==> src/rtl/serial_subtractor_if.sv <==
// serial_subtractor_if: operand/result valid-ready bundle for the bit-serial subtractor.
interface serial_subtractor_if #(parameter int WIDTH = 8);
    logic             in_valid;
    logic             in_ready;
    logic [WIDTH-1:0] a;
    logic [WIDTH-1:0] b;
    logic             out_valid;
    logic             out_ready;
    logic [WIDTH-1:0] diff;
    logic             borrow;
    modport master (output in_valid, a, b, out_ready, input in_ready, out_valid, diff, borrow);
    modport slave  (input in_valid, a, b, out_ready, output in_ready, out_valid, diff, borrow);
endinterface

==> src/rtl/serial_subtractor.sv <==
// serial_subtractor: LSB-first bit-serial unsigned subtractor, one full-subtractor step per clock.
module serial_subtractor #(
    parameter int WIDTH = 8
) (
    input logic          clk,
    input logic          rst_n,
    serial_subtractor_if.slave s
);
    localparam int CW = $clog2(WIDTH + 1);
    localparam logic [CW-1:0] LAST = CW'(WIDTH - 1);
    typedef enum logic [1:0] {IDLE, SHIFT, DONE} state_t;
    state_t state, nxt;
    logic [WIDTH-1:0] a_sh, b_sh, res;
    logic [CW-1:0] cnt;
    logic br, x, y, d, br_nxt;
    assign x = a_sh[0];
    assign y = b_sh[0];
    assign d = x ^ y ^ br;
    assign br_nxt = (~x & y) | (~(x ^ y) & br);
    assign s.diff = res;
    assign s.borrow = br;
    always_ff @(posedge clk or negedge rst_n) begin
        if (!rst_n) state <= IDLE;
        else state <= nxt;
    end
    always_comb begin
        nxt = state == IDLE  ? (s.in_valid ? SHIFT : IDLE) :
              state == SHIFT ? (cnt == LAST ? DONE : SHIFT) :
                               (s.out_ready ? IDLE : DONE);
        s.in_ready = state == IDLE;
        s.out_valid = state == DONE;
    end
    // Each difference bit enters at the MSB so the LSB lands at bit 0 after WIDTH shifts.
    always_ff @(posedge clk or negedge rst_n) begin
        if (!rst_n) begin
            a_sh <= '0;
            b_sh <= '0;
            res <= '0;
            cnt <= '0;
            br <= 1'b0;
        end else if (state == IDLE && s.in_valid) begin
            a_sh <= s.a;
            b_sh <= s.b;
            cnt <= '0;
            br <= 1'b0;
        end else if (state == SHIFT) begin
            a_sh <= a_sh >> 1;
            b_sh <= b_sh >> 1;
            res <= WIDTH'({d, res} >> 1);
            cnt <= cnt + CW'(1);
            br <= br_nxt;
        end
    end
endmodule

==> src/flat_wrapper.sv <==
// flat-port wrapper written by rule: the top's interface ports become plain ports
module serial_subtractor_flat 
#(
    parameter int WIDTH = 8
)
  (clk, rst_n, s_in_valid, s_a, s_b, s_out_ready, s_in_ready, s_out_valid, s_diff, s_borrow);
  serial_subtractor_if #(.WIDTH(WIDTH)) s_i ();
  input logic clk;
  input logic rst_n;
  input wire logic [$bits(s_i.in_valid)-1:0] s_in_valid;
  input wire logic [$bits(s_i.a)-1:0] s_a;
  input wire logic [$bits(s_i.b)-1:0] s_b;
  input wire logic [$bits(s_i.out_ready)-1:0] s_out_ready;
  output wire logic [$bits(s_i.in_ready)-1:0] s_in_ready;
  output wire logic [$bits(s_i.out_valid)-1:0] s_out_valid;
  output wire logic [$bits(s_i.diff)-1:0] s_diff;
  output wire logic [$bits(s_i.borrow)-1:0] s_borrow;
  assign s_i.in_valid = s_in_valid;
  assign s_i.a = s_a;
  assign s_i.b = s_b;
  assign s_i.out_ready = s_out_ready;
  assign s_in_ready = s_i.in_ready;
  assign s_out_valid = s_i.out_valid;
  assign s_diff = s_i.diff;
  assign s_borrow = s_i.borrow;
  serial_subtractor #(.WIDTH(WIDTH)) u_core (.clk(clk), .rst_n(rst_n), .s(s_i));
endmodule
==> config.mk <==
export PLATFORM = sky130hd
export DESIGN_NAME = serial_subtractor_flat
export DESIGN_NICKNAME = d
export VERILOG_FILES = /design/src/rtl/serial_subtractor_if.sv /design/src/rtl/serial_subtractor.sv /design/src/flat_wrapper.sv
export SDC_FILE = /design/constraint.sdc
export NUM_CORES = 1
export LEC_CHECK = 0
export ABC_AREA = 1
export BUFFER_PORTS_ARGS = -buffer_cell sky130_fd_sc_hd__clkbuf_2
export CORE_MARGIN = 1.5
export CORE_UTILIZATION = 47
export DETAILED_ROUTE_END_ITERATION = 12
export PLACE_DENSITY = 0.74
export SLEW_MARGIN = 20
export SYNTH_ARGS = -nofsm -noshare
export SYNTH_HDL_FRONTEND = slang
export SYNTH_SLANG_ARGS = --single-unit
==> constraint.sdc <==
create_clock -name clk -period 1.1 [get_ports clk]
set_input_delay 0.22 -clock clk [delete_from_list [all_inputs] [get_ports clk]]
set_output_delay 0.22 -clock clk [all_outputs]
set_load 0.005 [all_outputs]
* Word-level counts from Yosys, hierarchy flattened
Cells that the tools add are included.
** Operators by class
- Reduce and logical (&&, ||, !) cells :: 4
- Bitwise operators :: 8
- Equality and inequality tests :: 3
- Multiplexer cells :: 13
- Add/subtract/negate cells :: 1
** Operator list (count)
- 8-bit 2-to-1 mux :: 4
- 2-bit 2-to-1 mux :: 4
- 4-bit 2-to-1 mux :: 2
- 4-bit by 1-bit adder with 4-bit output, second input constant :: 1
- 4-bit by 3-bit == test with 1-bit output, second input constant :: 1
- 1-bit 2-to-1 mux :: 3
- 1-bit inverter :: 3
- 1-bit bitwise AND :: 2
- 2-bit by 1-bit == test with 1-bit output, second input constant :: 1
- 2-bit == test, second input constant :: 1
- 2-bit zero test :: 1
- 2-bit AND reduction :: 1
- 2-bit nonzero test :: 1
- 1-bit bitwise XOR :: 2
- 1-bit logical AND :: 1
- 1-bit OR :: 1
** Word-level totals
- Word-level logic and storage cells :: 35
- Input bits :: 20
- Bits in registers :: 31
- Output and inout bits :: 11

* Longest topological paths before layout
Gate-level depths: netlist of run 1.
- Depth after elaboration :: 6
- Gate-level depth with buffers :: 6
- Gate-level depth less buffers :: 5

* Worst setup path after synthesis of run 1
No wires, ideal clock.
- Kind :: register to register
- Start point :: register u_core.b_sh[0]
- End point :: register u_core.res[7], in the netlist u_core.s.diff[7]
- Library setup time :: 126 ps
- Stages on the path, launching flop included :: 3
- Data required time :: 974 ps
- Slack :: 10 ps
- Clock period less this slack :: 1090 ps
- Arrival time :: 964 ps
- Path buffers :: 0
- Path through :: dfrtp_1 fa_1 o21ai_0
** On the way
- Word-level cells in the longest chain between the ends :: 2
** Ends and longest elaborated chain
- start: declaration :: RTL line serial_subtractor.sv:13 : logic [WIDTH-1:0] a_sh, b_sh, res;
- start signal: assignment :: RTL line serial_subtractor.sv:43 : b_sh <= s.b;
- start signal: assignment :: RTL line serial_subtractor.sv:48 : b_sh <= b_sh >> 1;
- 1-bit bitwise XOR (2 in series) :: RTL line serial_subtractor.sv:18 : assign d = x ^ y ^ br;
- end signal: assignment :: RTL line serial_subtractor.sv:49 : res <= WIDTH'({d, res} >> 1);
- end: declaration :: RTL line serial_subtractor.sv:13
No other way between the ends.
A chain may end at the register's enable or synchronous reset.

* Worst setup path after layout of run 1
- Start point :: register u_core.state[1]
- End point :: output port s_in_ready
** On the way
- Word-level cells in the longest chain between the ends :: 1
** Ends and longest elaborated chain
- start: declaration :: RTL line serial_subtractor.sv:12 : state_t state, nxt;
- start signal: assignment :: RTL line serial_subtractor.sv:24 : else state <= nxt;
- 2-bit zero test :: RTL line serial_subtractor.sv:30 : s.in_ready = state == IDLE;
- end: declaration :: RTL line flat_wrapper.sv:14 : output wire logic [$bits(s_i.in_ready)-1:0] s_in_ready;
No other way between the ends.

==> summary.md, run 1 <==
| Metric | Value |
|---|---|
| Yosys cell types | `14` |
| PortBufs | `30` |
| Fmax | `757 MHz` |
| Slew @ Worst Pin | `0.383 ns` |
| Gr usage total | `0.202` |
| Fillers | `202` |
| Initial DRC count | `17` |
| Clock root cell | `clkbuf_4` |
| Max Root-Sink Buffers | `2` |
| Clock Latency Late Sink | `0.35 ns` |
| RSZ-0062 raised after global routing | `true` |
| IO Pins | `31` |
| Largest net degree at the start of global routing | `32` |
| Share of the synthesized area in the top cell type | `0.582` |
| Post-Syn Instances | `156` |
| # setup viols final | `36` |
| Post-route ant nets | `0` |
| CTS Buf Count | `5` |
| DR vias/cell | `5.21` |
| HPWL after DPL | `1.87 mm` |
| Diodes inserted | `0` |
| Clk sinks | `31` |
| Via count | `1,246` |
| Startpoint Class | `register` |
| DR DRC count | `0` |
| CTS tree | `done` |
| Fin. max-slew vios | `0` |
| Avg Inst Size Synth | `8.54 sq um` |
| Fin crit period | `1.32 ns` |
| Gpl congestion | `0.721` |
| Final-stage net count | `229` |
| Clock skew | `0.0100 ns` |
| Cell Area, Synth | `1330 sq um` |
| Area Overhead vs Synth | `45.3%` |
| Die Ht | `56.2 um` |
| Failing checks | `negative setup slack` |
| Rel. slew slack | `0.745` |
| Worst endpoint required time | `0.88 ns` |
| Worst-path fanout max | `2` |
| Final hold viol count | `0` |
| Period utilization | `1.20` |
| Rows | `19` |
| CP endpoint kind | `output pin` |
| Total gr overflow | `0` |
| Worst min-delay path class | `in2reg` |
| Fin worst setup slack | `-0.220 ns` |
| Clock-pin slew on the worst setup and hold paths | `0.11 ns` |
| Area leader, netlist | `dfrtp_1` |
| Yosys reg bits | `31` |
| Total Wirelength | `3.20 mm` |
| Sequential area share after synthesis | `0.582` |
| Core Util, Final | `0.708` |
| Area of the die | `3160 sq um` |
| Max-cap violation count | `0` |
| Synthesis Warnings | `0` |
| PwrDens | `2910 nW/um^2` |
| WL per Instance | `13.4 um` |
| 1st-pass router iterations | `4` |
| Status | `complete, but fails checks` |
| Die Wd | `56.2 um` |
| Dpl ws | `-0.133 ns` |
| Share of layout cells above drive strength 1 | `0.452` |
| Starting Density | `0.487` |
| VDD IR-drop max | `2790 uV` |
| H-tree Lvls | `2` |
| Lkg Pwr | `0.00106 uW` |
| Ranking of synthesized cells by area | `dfrtp_1 (58%), nand2_1 (20%), nand3_1 (5.6%)` |
| First-pass GRT wire length | `4.89 mm` |
| Critical path arrival | `1.10 ns` |
| Vias in the first global route | `1,140` |
| Placed instance area | `1560 sq um` |
| Initial antenna violation count | `0` |
| Syn Nets | `178` |
| Final Cell Area | `1940 sq um` |
| Core Region | `2730 sq um` |
| Crit Path Category | `reg2out` |
## stage by stage
stage	setup TNS, ns	power (uW)	hold WS (ns)	std cells
CTS	-3.57	5100	0.0741	236
detailed placement	-2.26	3690	0.259	220
global route	-6.97	6010	0.0773	239
finish	-4.72	5630	0.0605	239
global placement	-0.318	3560	0.249	220
floorplan	0	3010	-0.0756	156
## cells by family (layout without fill, tap and decap cells)
kind of cell	count (synthesis)	after routing	share of synthesized area
AO/OA/AOI/OAI	13	13	0.0488
flip-flops	31	31	0.582
adder cells (fa/ha/maj)	2	2	0.0244
AND/OR/NAND/NOR	94	95	0.283
buffers and inverters	16	67	0.0620
## power breakdown
group | total [uW] | switching (uW) | internal, uW | leakage [uW]
clock | 950 | 413 | 537 | 0.0000482
sequential | 2010 | 385 | 1620 | 0.000397
combinational | 2670 | 1410 | 1260 | 0.000618
total | 5630 | 2210 | 3420 | 0.00106
## cells in the final DEF (no fill, tap or decap), drive strengths merged
| cell type | Yosys | layout |
|---|---|---|
| o21ai | 12 | 12 |
| nand3 | 15 | 15 |
| inv | 10 | 10 |
| nor2 | 7 | 8 |
| buf | 6 | 17 |
| dlygate4sd3 | 0 | 1 |
| clkinv | 0 | 1 |
| dfrtp | 31 | 31 |
| fa | 1 | 1 |
| nand2 | 72 | 72 |
| clkbuf | 0 | 37 |
| a21oi | 1 | 1 |
| bufinv | 0 | 1 |
| ha | 1 | 1 |
## flip-flops by register name, indices dropped and copies added (netlist names)
register,count
u_core.s.diff,8
u_core.b_sh,8
u_core.cnt,4
u_core.s.borrow,1
u_core.a_sh,8
u_core.state,2
## cells in the mapped netlist (all sizes together)
master  instances
nand2          72
dfrtp          31
nand3          15
o21ai          12
inv            10
nor2            7
buf             6
a21oi           1
fa              1
ha              1
## area by class of cell
type / count / area (sq um) / area share
Clock buffer: 6 / 51.3 / 0.0265
Clock inverter: 2 / 35.0 / 0.0181
Inverter: 10 / 42.5 / 0.0220
Multi-Input combinational cell: 110 / 637 / 0.329
Sequential cell: 31 / 777 / 0.401
Tap cell: 31 / 38.8 / 0.0200
Timing Repair Buffer: 49 / 354 / 0.183
## path summary, 6_finish.rpt
check	slack [ns]	to	depth (start not counted)	startpoint
setup / recovery	-0.22	s_in_ready	3	u_core.state[1]
hold / removal	0.06	u_core.a_sh[7]	3	s_a[7]
setup reg to reg	-0.20	u_core.a_sh[2]	6	u_core.state[1]
hold reg to reg	0.50	u_core.b_sh[3]	2	u_core.b_sh[4]
max in group asynchronous	0.39	u_core.state[0]	3	rst_n
min in group asynchronous	0.41	u_core.b_sh[0]	3	rst_n
## critical path, cell delays in order (launching register included)
cell and delay [ns]:
dfrtp_1 0.42, buf_6 0.14, nor2_4 0.09, clkbuf_2 0.12
## per-layer routing
metal	track usage	routed length, um
met5	0	0
met4	0.0714	95
met3	0.0628	182
met2	0.333	1650
met1	0.250	1270
## repair_timing
item,in CTS,in global routing
resized for setup,29,34
endpoints found under the hold margin,31,0
cloned,1,2
setup buffers,6,2
setup endpoints to repair,31,37
pin swaps,5,12
hold buffers,1,0
No activity file was read; power rests on OpenSTA's default activity.
==> run 2: changes to the inputs <==
CORE_UTILIZATION = 52   (was 47)
PLACE_DENSITY = 0.77   (was 0.74)
clock period = 1.5 ns   (was 1.1 ns; I/O delays follow)
==> run 2 against run 1 <==
The run now ends clean. Die area down 9.1%. Count of clock-buffer cells in the layout unchanged. Core utilization is 7.4 points lower. Combinational power decreased by 59%. Clock power decreased by 56%. Non-clock buffer count is 14 lower. Wire length is 29% lower. Register-to-register slack improved by 0.54 ns. Via count shrank 12%. Sequential power is 29% lower.
==> summary.md, run 2 (same netlist as run 1, synthesis figures left out) <==
| Metric | Value |
|---|---|
| Status | `complete, no violations` |
| Post-CTS setup repair buffer count | `0 (-6)` |
| Max stage delay cell, worst path | `dfrtp_1` |
| Clk sinks | `31 (unchanged)` |
| Startpoint Class | `register` |
| Starting Density | `0.543 (+0.0554)` |
| Clock root cell | `clkbuf_4` |
| Slew @ Worst Pin | `0.374 ns (-0.00928 ns)` |
| Crit Path Category | `reg2out` |
| CP endpoint kind | `output pin` |
| Diodes inserted | `0 (unchanged)` |
| Largest net degree at the start of global routing | `32 (unchanged)` |
| R2R depth | `5 (-1)` |
| Vias in the first global route | `924 (-19%)` |
| Core Region | `2450 sq um (-10%)` |
| PortBufs | `30 (unchanged)` |
| Gr usage total | `0.188 (-0.0135)` |
| Clock-pin slew on the worst setup and hold paths | `0.09 ns (-0.02 ns)` |
| Most common cell after layout, fill and taps aside | `nand2_1` |
| Reg2reg end | `u_core.b_sh[2]` |
| Clock skew | `0.00632 ns (-0.00368 ns)` |
| Area Overhead vs Synth | `16.8%` |
| Initial antenna violation count | `0 (unchanged)` |
| Final-stage net count | `214 (-6.6%)` |
| Share of layout cells above drive strength 1 | `0.225 (-0.227)` |
| Core Util, Final | `0.634 (-0.0740)` |
| Rel. slew slack | `0.751 (+0.00618)` |
| Rows | `18 (-1)` |
| Overall Power | `2940 uW (-48%)` |
| DR vias/cell | `4.97 (-4.6%)` |
| Lkg Pwr | `0.000844 uW (-21%)` |
| Cts repair resizes | `0 (-100%)` |
| 1st-pass router iterations | `4 (unchanged)` |
| Delay of the slowest critical-path stage | `0.40 ns (-0.02 ns)` |
| Crit path buffers/inverters | `2 (unchanged)` |
| Worst endpoint required time | `1.20 ns (+0.32 ns)` |
| Final hold viol count | `0 (unchanged)` |
| Register Area | `776 sq um (-0.16%)` |
| Clock Latency Late Sink | `0.31 ns (-0.04 ns)` |
| Post-route ant nets | `0 (unchanged)` |
| VDD IR-drop max | `1150 uV (-59%)` |
| Worst-path fanout max | `3 (+1)` |
| Fillers | `210 (+4.0%)` |
| Fin. max-slew vios | `0 (unchanged)` |
| Total gr overflow | `0 (unchanged)` |
| Hold path start | `s_a[7]` |
| Total Wirelength | `2.29 mm (-29%)` |
| CP delay by family, top | `flip-flops` |
| Max-cap violation count | `0 (unchanged)` |
| Die Ht | `53.6 um (-4.7%)` |
| Worst min-delay path class | `in2reg` |
| CTS Buf Count | `5 (unchanged)` |
| Gpl congestion | `0.733 (+1.7%)` |
| HPWL after DPL | `1.67 mm (-10%)` |
| Critical path arrival | `0.99 ns (-0.11 ns)` |
| Max Root-Sink Buffers | `2 (unchanged)` |
| Area of the die | `2880 sq um (-9.1%)` |
| Reg2reg setup slack | `0.34 ns (+0.54 ns)` |
| WL per Instance | `10.3 um (-23%)` |
| Critical Path, Cell by Cell | `inv_1, nor2_1, clkbuf_2` |
| Fin crit period | `1.29 ns` |
| Fmax | `777 MHz` |
| RR Startpoint | `u_core.state[0]` |
| Die Wd | `53.6 um (-4.7%)` |
| Hold depth | `3 (unchanged)` |
| RSZ-0062 raised after global routing | `false` |
| Via count | `1,099 (-12%)` |
| CTS tree | `done` |
| First-pass GRT wire length | `3.82 mm (-22%)` |
| PwrDens | `1890 nW/um^2 (-35%)` |
| # setup viols final | `0 (-100%)` |
| DR DRC count | `0 (unchanged)` |
| IO Pins | `31 (unchanged)` |
| Initial DRC count | `27 (+10)` |
| Multi-input gate area | `474 sq um (-26%)` |
| Setup_tns | `0 ns (+4.72 ns)` |
| Period utilization | `0.858` |
| Hold endpoint | `u_core.a_sh[7]` |
| H-tree Lvls | `2 (unchanged)` |
| Most frequent cells in the layout | `nand2_1 (72), dfrtp_1 (31), clkbuf_2 (30)` |
run 2: changes by cell type in the layout (fill, tap and decap cells not counted), moves of 4 or more:
cell,previous run,this run
nand2_1,56,72
nand2_2,12,0
buf_6,11,0
nand3_1,4,15
nand3_2,11,0
o21ai_0,2,11
o21ai_1,7,1
nand2_4,4,0
nor2_4,4,0
run 2: worst reg2reg max path, delay by kind of cell (launching register included):
| kind | cells | cell delay [ns] |
|---|---|---|
| DFF | 1 | 0.41 |
| and+or+nand+nor | 3 | 0.37 |
| buffers and inverters | 2 | 0.33 |
run 2: per-stage QoR:
stage                     cell area [sq um]  setup WS, ns  hold slack, ns  cells
after floorplan                        1330         0.410         0.00441    156
after global placement                 1510         0.388           0.331    214
after detailed placement               1510         0.352           0.333    214
after CTS                              1560         0.194           0.174    221
after global routing                   1560         0.107           0.186    221
final                                  1560         0.213           0.182    221
run 2: worst max path at each step:
stage	to	cells after the start	slack, ns	from
6_report	s_out_valid	3	0.21	u_core.state[1]
3_5_place_dp	u_core.s.diff[3]	4	0.35	u_core.state[0]
2_1_floorplan	u_core.s.diff[7]	2	0.41	u_core.b_sh[0]
5_1_grt	s_out_valid	3	0.11	u_core.state[1]
3_3_place_gp	u_core.s.diff[7]	2	0.39	u_core.b_sh[0]
4_1_cts	s_out_valid	3	0.19	u_core.state[1]
run 2: repair_timing:
action                     CTS  global route
hold buffers                 1             0
setup endpoints to repair    0             0
hold endpoints to repair    24             0
run 2: final cells by class:
| type | instances | area share |
|---|---|---|
| clock buffer | 6 | 0.0265 |
| inverter | 10 | 0.0241 |
| multi-input combinational | 109 | 0.305 |
| sequential | 31 | 0.498 |
| tap | 30 | 0.0241 |
| timing repair buffer | 35 | 0.122 |
run 2: power breakdown:
group / switching (uW) / total [uW] / internal (uW)
Combinational: 659 / 1100 / 443
Clock: 251 / 418 / 166
Sequential: 228 / 1420 / 1190
Total: 1140 / 2940 / 1800
run 2: routing by layer:
metal,global-route usage,up-vias,part of all wire
li1,-,557,-
met1,0.259,504,0.46
met2,0.272,33,0.47
met3,0.0528,5,0.056
met4,0.0983,0,0.014
met5,0,-,0
